$ cat src/rtl/fetch_pkg.sv
// Fetch-stage shared defaults and the queued entry type; no logic, no latency,
// no flow control of its own.
package fetch_pkg;
    localparam int ADDR_W = 8;
    localparam int INSTR_W = 32;
    localparam logic [7:0] RESET_PC = 8'h00;
    localparam int QDEPTH = 2;
    localparam int PC_STEP = 4;

    typedef struct packed {
        logic [INSTR_W-1:0] instr;
        logic [ADDR_W-1:0]  pc;
    } fetch_entry_t;
endpackage

$ cat src/rtl/fetch_queue.sv
// Synchronous FIFO of fetch entries; head is registered storage, so no input reaches it combinationally.
// Push is refused while full unless a pop frees a slot the same cycle; flush dominates push and pop.
module fetch_queue
    import fetch_pkg::*;
#(
    parameter type entry_t = fetch_entry_t,
    parameter int  DEPTH   = QDEPTH
) (
    input  logic                       clk,
    input  logic                       rst,
    input  logic                       push,
    input  logic                       pop,
    input  logic                       flush,
    input  entry_t                     wr_data,
    output entry_t                     head,
    output logic [$clog2(DEPTH+1)-1:0] count
);
    localparam int PW = $clog2(DEPTH);
    localparam int CW = $clog2(DEPTH + 1);

    entry_t        mem [DEPTH];
    logic [PW-1:0] rd_ptr;
    logic [PW-1:0] wr_ptr;
    logic          do_push;
    logic          do_pop;

    assign do_pop  = pop && (count != '0);
    assign do_push = push && ((count != CW'(DEPTH)) || do_pop);
    assign head    = mem[rd_ptr];

    always_ff @(posedge clk) begin
        if (rst) begin
            for (int i = 0; i < DEPTH; i++) begin
                mem[i] <= '0;
            end
            rd_ptr <= '0;
            wr_ptr <= '0;
            count  <= '0;
        end else if (flush) begin
            // Storage is left as-is: stale words sit behind count == 0 and stay non-X.
            rd_ptr <= '0;
            wr_ptr <= '0;
            count  <= '0;
        end else begin
            if (do_push) begin
                mem[wr_ptr] <= wr_data;
                wr_ptr      <= wr_ptr + PW'(1);
            end
            if (do_pop) begin
                rd_ptr <= rd_ptr + PW'(1);
            end
            case ({do_push, do_pop})
                2'b10:   count <= count + CW'(1);
                2'b01:   count <= count - CW'(1);
                default: count <= count;
            endcase
        end
    end
endmodule

$ cat src/rtl/instr_fetch.sv
// Fetch stage: PC register drives imem_addr; fetched words reach out_* one cycle after the push.
// Decoder back-pressure fills the queue and then freezes the PC; a redirect flushes and costs one bubble.
module instr_fetch #(
    parameter int                ADDR_W   = fetch_pkg::ADDR_W,
    parameter int                INSTR_W  = fetch_pkg::INSTR_W,
    parameter logic [ADDR_W-1:0] RESET_PC = fetch_pkg::RESET_PC,
    parameter int                QDEPTH   = fetch_pkg::QDEPTH
) (
    input  logic               clk,
    input  logic               rst,
    output logic [ADDR_W-1:0]  imem_addr,
    input  logic [INSTR_W-1:0] imem_rdata,
    input  logic               redirect_valid,
    input  logic [ADDR_W-1:0]  redirect_pc,
    output logic               out_valid,
    input  logic               out_ready,
    output logic [INSTR_W-1:0] out_instr,
    output logic [ADDR_W-1:0]  out_pc,
    output logic [ADDR_W-1:0]  out_pc_plus4
);
    localparam int CW = $clog2(QDEPTH + 1);
    localparam logic [ADDR_W-1:0] STEP = ADDR_W'(fetch_pkg::PC_STEP);

    typedef struct packed {
        logic [INSTR_W-1:0] instr;
        logic [ADDR_W-1:0]  pc;
    } entry_t;

    logic [ADDR_W-1:0] pc;
    logic [ADDR_W-1:0] redirect_aligned;
    logic [CW-1:0]     q_count;
    logic              push;
    logic              pop;
    entry_t            wr_entry;
    entry_t            head;

    assign redirect_aligned = redirect_pc & ~ADDR_W'(3);
    assign imem_addr        = pc;
    assign out_valid        = (q_count != '0);
    assign pop              = out_valid && out_ready;
    // Taking out_ready into push lets a full queue keep streaming at one word per cycle.
    assign push             = !redirect_valid && ((q_count != CW'(QDEPTH)) || pop);
    assign wr_entry         = '{instr: imem_rdata, pc: pc};

    assign out_instr    = head.instr;
    assign out_pc       = head.pc;
    assign out_pc_plus4 = head.pc + STEP;

    always_ff @(posedge clk) begin
        if (rst) begin
            pc <= RESET_PC;
        end else if (redirect_valid) begin
            pc <= redirect_aligned;
        end else if (push) begin
            pc <= pc + STEP;
        end
    end

    fetch_queue #(
        .entry_t (entry_t),
        .DEPTH   (QDEPTH)
    ) u_queue (
        .clk     (clk),
        .rst     (rst),
        .push    (push),
        .pop     (pop),
        .flush   (redirect_valid),
        .wr_data (wr_entry),
        .head    (head),
        .count   (q_count)
    );
endmodule

$ cat config.mk
export PLATFORM = sky130hd
export DESIGN_NAME = instr_fetch
export DESIGN_NICKNAME = d
export VERILOG_FILES = /design/src/rtl/fetch_pkg.sv /design/src/rtl/fetch_queue.sv /design/src/rtl/instr_fetch.sv
export SDC_FILE = /design/constraint.sdc
export NUM_CORES = 1
export LEC_CHECK = 0
export ABC_AREA = 1
export CAP_MARGIN = 10
export CORE_UTILIZATION = 30
export DETAILED_ROUTE_END_ITERATION = 10
export MAX_ROUTING_LAYER = met4
export PLACE_DENSITY = 0.53
export REMOVE_ABC_BUFFERS = 1
export SYNTH_ARGS = -nofsm -noshare
export SYNTH_HDL_FRONTEND = slang
export SYNTH_HIERARCHICAL = 1
export SYNTH_SLANG_ARGS = --single-unit
$ cat constraint.sdc
create_clock -name clk -period 2.6 [get_ports clk]
set_input_delay 0.52 -clock clk [delete_from_list [all_inputs] [get_ports clk]]
set_output_delay 0.52 -clock clk [all_outputs]
set_load 0.02 [all_outputs]
Yosys cells after proc, flatten, opt, wreduce, memory -nomap -nowiden
Memories as Yosys holds them, arrays and structs flattened. A register that Yosys moved wholly into a read port is not among the register bits.
Index checks and enable logic that the tools add are counted.
{ "totals": {"regBits": 12, "latch_bits": 0, "ramBits": 80, "mem_bits_ro": 0, "in_bits": 44, "elab_cells": 41, "n_memories": 1} }
{ "classes": {"addsub": 6, "mul": 0, "n_div": 0, "order_cmp": 0, "eq_ne": 3, "n_shift": 0, "n_mux": 14, "bitwise_logic": 0, "reduce_logical": 12} }
{ "memory_table": {"columns": ["memory", "words", "word_bits", "rd", "rd_ports_with_merged_regs", "wr", "line_no", "source"], "rows": [
  ["u_queue.mem", 2, 40, 1, 1, 2, "fetch_queue.sv:21", "entry_t mem [DEPTH];"]
]} }
{ "op_table": {"columns": ["cell", "count"], "rows": [
  ["40-bit 2-to-1 mux", 1],
  ["40-bit OR reduction", 1],
  ["8-bit by 3-bit adder with 8-bit output (second input constant)", 2],
  ["8-bit 2-to-1 mux", 2],
  ["1-bit 2-to-1 mux", 10],
  ["2-bit nonzero test", 3],
  ["1-bit logical AND", 4],
  ["2-bit case mux with 2 select lines", 1],
  ["1-bit adder (second input constant)", 2],
  ["2-bit by 1-bit adder with 2-bit output (second input constant)", 1],
  ["2-bit by 1-bit == test with 1-bit output (second input constant)", 1],
  ["2-bit == test (second input constant)", 1],
  ["1-bit logical OR", 2],
  ["2-bit != test (second input constant)", 1],
  ["2-bit OR reduction", 1],
  ["2-bit by 1-bit subtractor with 2-bit output (second input constant)", 1],
  ["1-bit logical NOT", 1]
]} }

Depth between registers and ports, before layout
{ "logic_depth": {"ltp_word": 11, "mapped_depth": 11, "ltp_nobuf": 11} }

By module
The synthesis kept the hierarchy.
{ "by_module_without_submodules": {"columns": ["mod", "instances", "cells_each", "area_per_inst_um2", "seq_area_each_um2"], "rows": [
  ["fetch_queue", 1, 291, 3756.1, 2502.4],
  ["instr_fetch", 1, 80, 513.0, 120.1]
]} }

Least setup slack after synthesis
No wires, ideal clock.
{ "synth_path": {"kind": "in2reg", "from": "input port out_ready", "to": "memory u_queue/mem[0][0] (netlist name), enable pin", "t_arrival_ns": 2.097, "path_slack_ns": 0.105, "path_stages": 7, "path_cell_list": "clkinv_1 > nand3_2 > nand2_1 > inv_1 > nand3_2 > buf_6 > nand2_1"} }
{ "synth_lines": {"columns": ["element", "line_no", "source"], "rows": [
  ["start: declaration", "instr_fetch.sv:16", "input logic out_ready,"],
  ["end: declaration", "fetch_queue.sv:21", null]
]} }

==> results.json <==
{
  "viasPerCell": 4.29,
  "post-route-period-util_pct": 96.4,
  "hold_path.class": "reg2reg",
  "drive_above_1_share_pct": 25.1,
  "crit_path_max_fanout": 30,
  "grt_pass1_vias": 2827,
  "place_congestion": 0.812,
  "grt_max_degree": 41,
  "n_fill_cell": 1350,
  "critPathLaunchType": "flip-flop",
  "synth_top_cells_by_count": "edfxtp_1 (80), nor2_1 (57), inv_1 (54)",
  "cts-buffers-inserted": 9,
  "layout.nets": 521,
  "fp.dieW_microns": 121,
  "p_leak_nw": 2.28,
  "vias": 2830,
  "synth_top_cell_by_area": "edfxtp_1",
  "syn_area_sq_um": 4270,
  "critPathRequiredTime_ps": 2080,
  "grt_use_total_pct": 13.0,
  "utilization_pct": 41.4,
  "yosysMostFrequentCell": "edfxtp_1",
  "post-cts-setup-buffers": 0,
  "synthArstFlopShare_pct": 0,
  "yosysWarnings": 6,
  "finClkSkew_ps": 4.57,
  "die-area_sq_um": 14700,
  "cts_tree": "built",
  "yosys-top-cells-area": "edfxtp_1 (56%), mux2_2 (11%), nor2_2 (5.9%)",
  "dp.cells": 643,
  "row_count": 43,
  "antenna_found_initial": 0,
  "status": "complete, no violations",
  "regToRegStartpoint": "u_queue/count[1]",
  "yosysTopAreaCellShare_pct": 56.3,
  "synth_cell_types": 29,
  "clk_pin_slew_worst_paths_ps": 60,
  "place_hpwl_microns": 5610,
  "worstPathArrival_ps": 1990,
  "period_minus_slack_ps": 2510,
  "htree_num_levels": 3,
  "ys_seq_area_share_pct": 61.4,
  "areaGrowthSynthToFinish_pct": 34.6,
  "die_h_microns": 121,
  "core_sq_um": 13900,
  "routed_wl_microns": 8840,
  "synth_seq_cells": 91,
  "vdd_drop_max_uv": 275,
  "avgSynthCellArea_sq_um": 11.5,
  "synth_edf_count": 80,
  "fin_hold_ws_ps": 501,
  "hp-start": "u_queue/rd_ptr",
  "hold_buffers": 0,
  "synthCells": 371,
  "stdcell_count": 659,
  "wire_per_inst_microns": 13.4,
  "setup_viol": 0,
  "clk_path_buf_depth": 2,
  "cap_violations": 0,
  "synth_flop_cell": "edfxtp_1",
  "portBuffers": 96,
  "grt_first_pass_wirelength_microns": 14000,
  "ioPinCount": 101,
  "finalHoldViolCount": 0,
  "rsz0062_at_grt": "false",
  "fmax_mhz": 399,
  "root_buffer": "clkbuf_16",
  "diodes": 0,
  "fin_setup_tns_ps": 0,
  "drt-pass1-iter-count": 4,
  "clk_latency_ps": 340,
  "overflow": 0,
  "crit_type": "reg2out",
  "slew_viol_final": 0,
  "setup.worst_path.end_class": "output pin",
  "ant_nets": 0,
  "p_per_area_nw_per_um2": 584,
  "clock-sinks": 91,
  "drc": 0,
  "initial_core_util_pct": 30.8,
  "drtIter0Drc": 144
}
## path summary, 6_finish.rpt
check	endpoint	slack (ps)	depth (start not counted)
worst min register to register	u_queue/rd_ptr	500	2
worst max-delay path	out_instr[3]	90	3
worst min-delay path	u_queue/rd_ptr	500	2
worst max register to register	u_queue/count[1]	840	10
## metal layers
metal / share of wire (%) / up-vias / wire length [microns] / global-route usage, %
met4: 1.6 / 0 / 144 / 5.09
met3: 3.8 / 10 / 333 / 2.96
met2: 48 / 69 / 4280 / 21.4
li1: - / 1407 / - / -
met5: 0 / - / 0 / -
met1: 46 / 1344 / 4080 / 15.4
## cell families (layout without fill, tap and decap cells)
kind of cell / after synthesis / count (layout) / share of synthesized area (%)
mux: 40 / 40 / 10.6
compound gates: 11 / 11 / 1.49
fa+ha+maj: 3 / 3 / 0.879
flops: 91 / 91 / 61.4
other cells: 1 / 4 / 0.0878
xor+xnor: 5 / 5 / 1.03
buf+inv: 75 / 180 / 7.88
simple gates: 145 / 145 / 16.6
## critical path: stages, from the launching register on
cell             delay [ps]
dfxtp_2                 420
buf_8                   280
mux2_2                  370
clkdlybuf4s50_1         570
## state kept, by name, summed over array words and instances, names as in the netlist, named ones only
register        cells
u_queue/mem        80
imem_addr           6
u_queue/count       2
u_queue/rd_ptr      1
u_queue/wr_ptr      1
## cell usage in the layout, fill, tap and decap left out, drive strengths merged, types with 4 or more instances in the layout
| cell | n |
|---|---|
| a21oi | 5 |
| buf | 9 |
| clkbuf | 9 |
| clkdlybuf4s50 | 91 |
| clkinv | 4 |
| conb | 4 |
| dfxtp | 11 |
| dlygate4sd2 | 4 |
| edfxtp | 80 |
| inv | 59 |
| mux2 | 40 |
| nand2 | 30 |
| nand3 | 11 |
| nand4 | 4 |
| nor2 | 98 |
## area by class of cell
class | instances | area (sq um) | area share (%)
clock buffer | 9 | 225 | 3.92
multi-input combinational | 208 | 1330 | 23.1
tap | 180 | 225 | 3.92
timing repair buffer | 105 | 1070 | 18.6
inverter | 59 | 221 | 3.85
sequential | 91 | 2620 | 45.7
clock inverter | 7 | 53.8 | 0.936
## power by group
| part | internal (mW) | switching, mW |
|---|---|---|
| clock network | 0.652 | 0.560 |
| registers | 1.66 | 0.0273 |
| logic | 0.216 | 0.236 |
## metrics by stage
step | area, sq um | setup slack, ps | power, mW
2_1_floorplan | 4170 | -676 | 1.95
3_3_place_gp | 5460 | 173 | 2.18
3_5_place_dp | 5460 | 165 | 2.18
4_1_cts | 5740 | 17.1 | 3.39
5_1_grt | 5750 | 13.8 | 3.49
6_report | 5750 | 94.0 | 3.35
## timing repair
item                                    in CTS  in global routing
endpoints found under the setup margin      36                 25
endpoints found under the hold margin        0                  0
gates resized for setup                      5                  3
(Power assumes the default switching activity.)
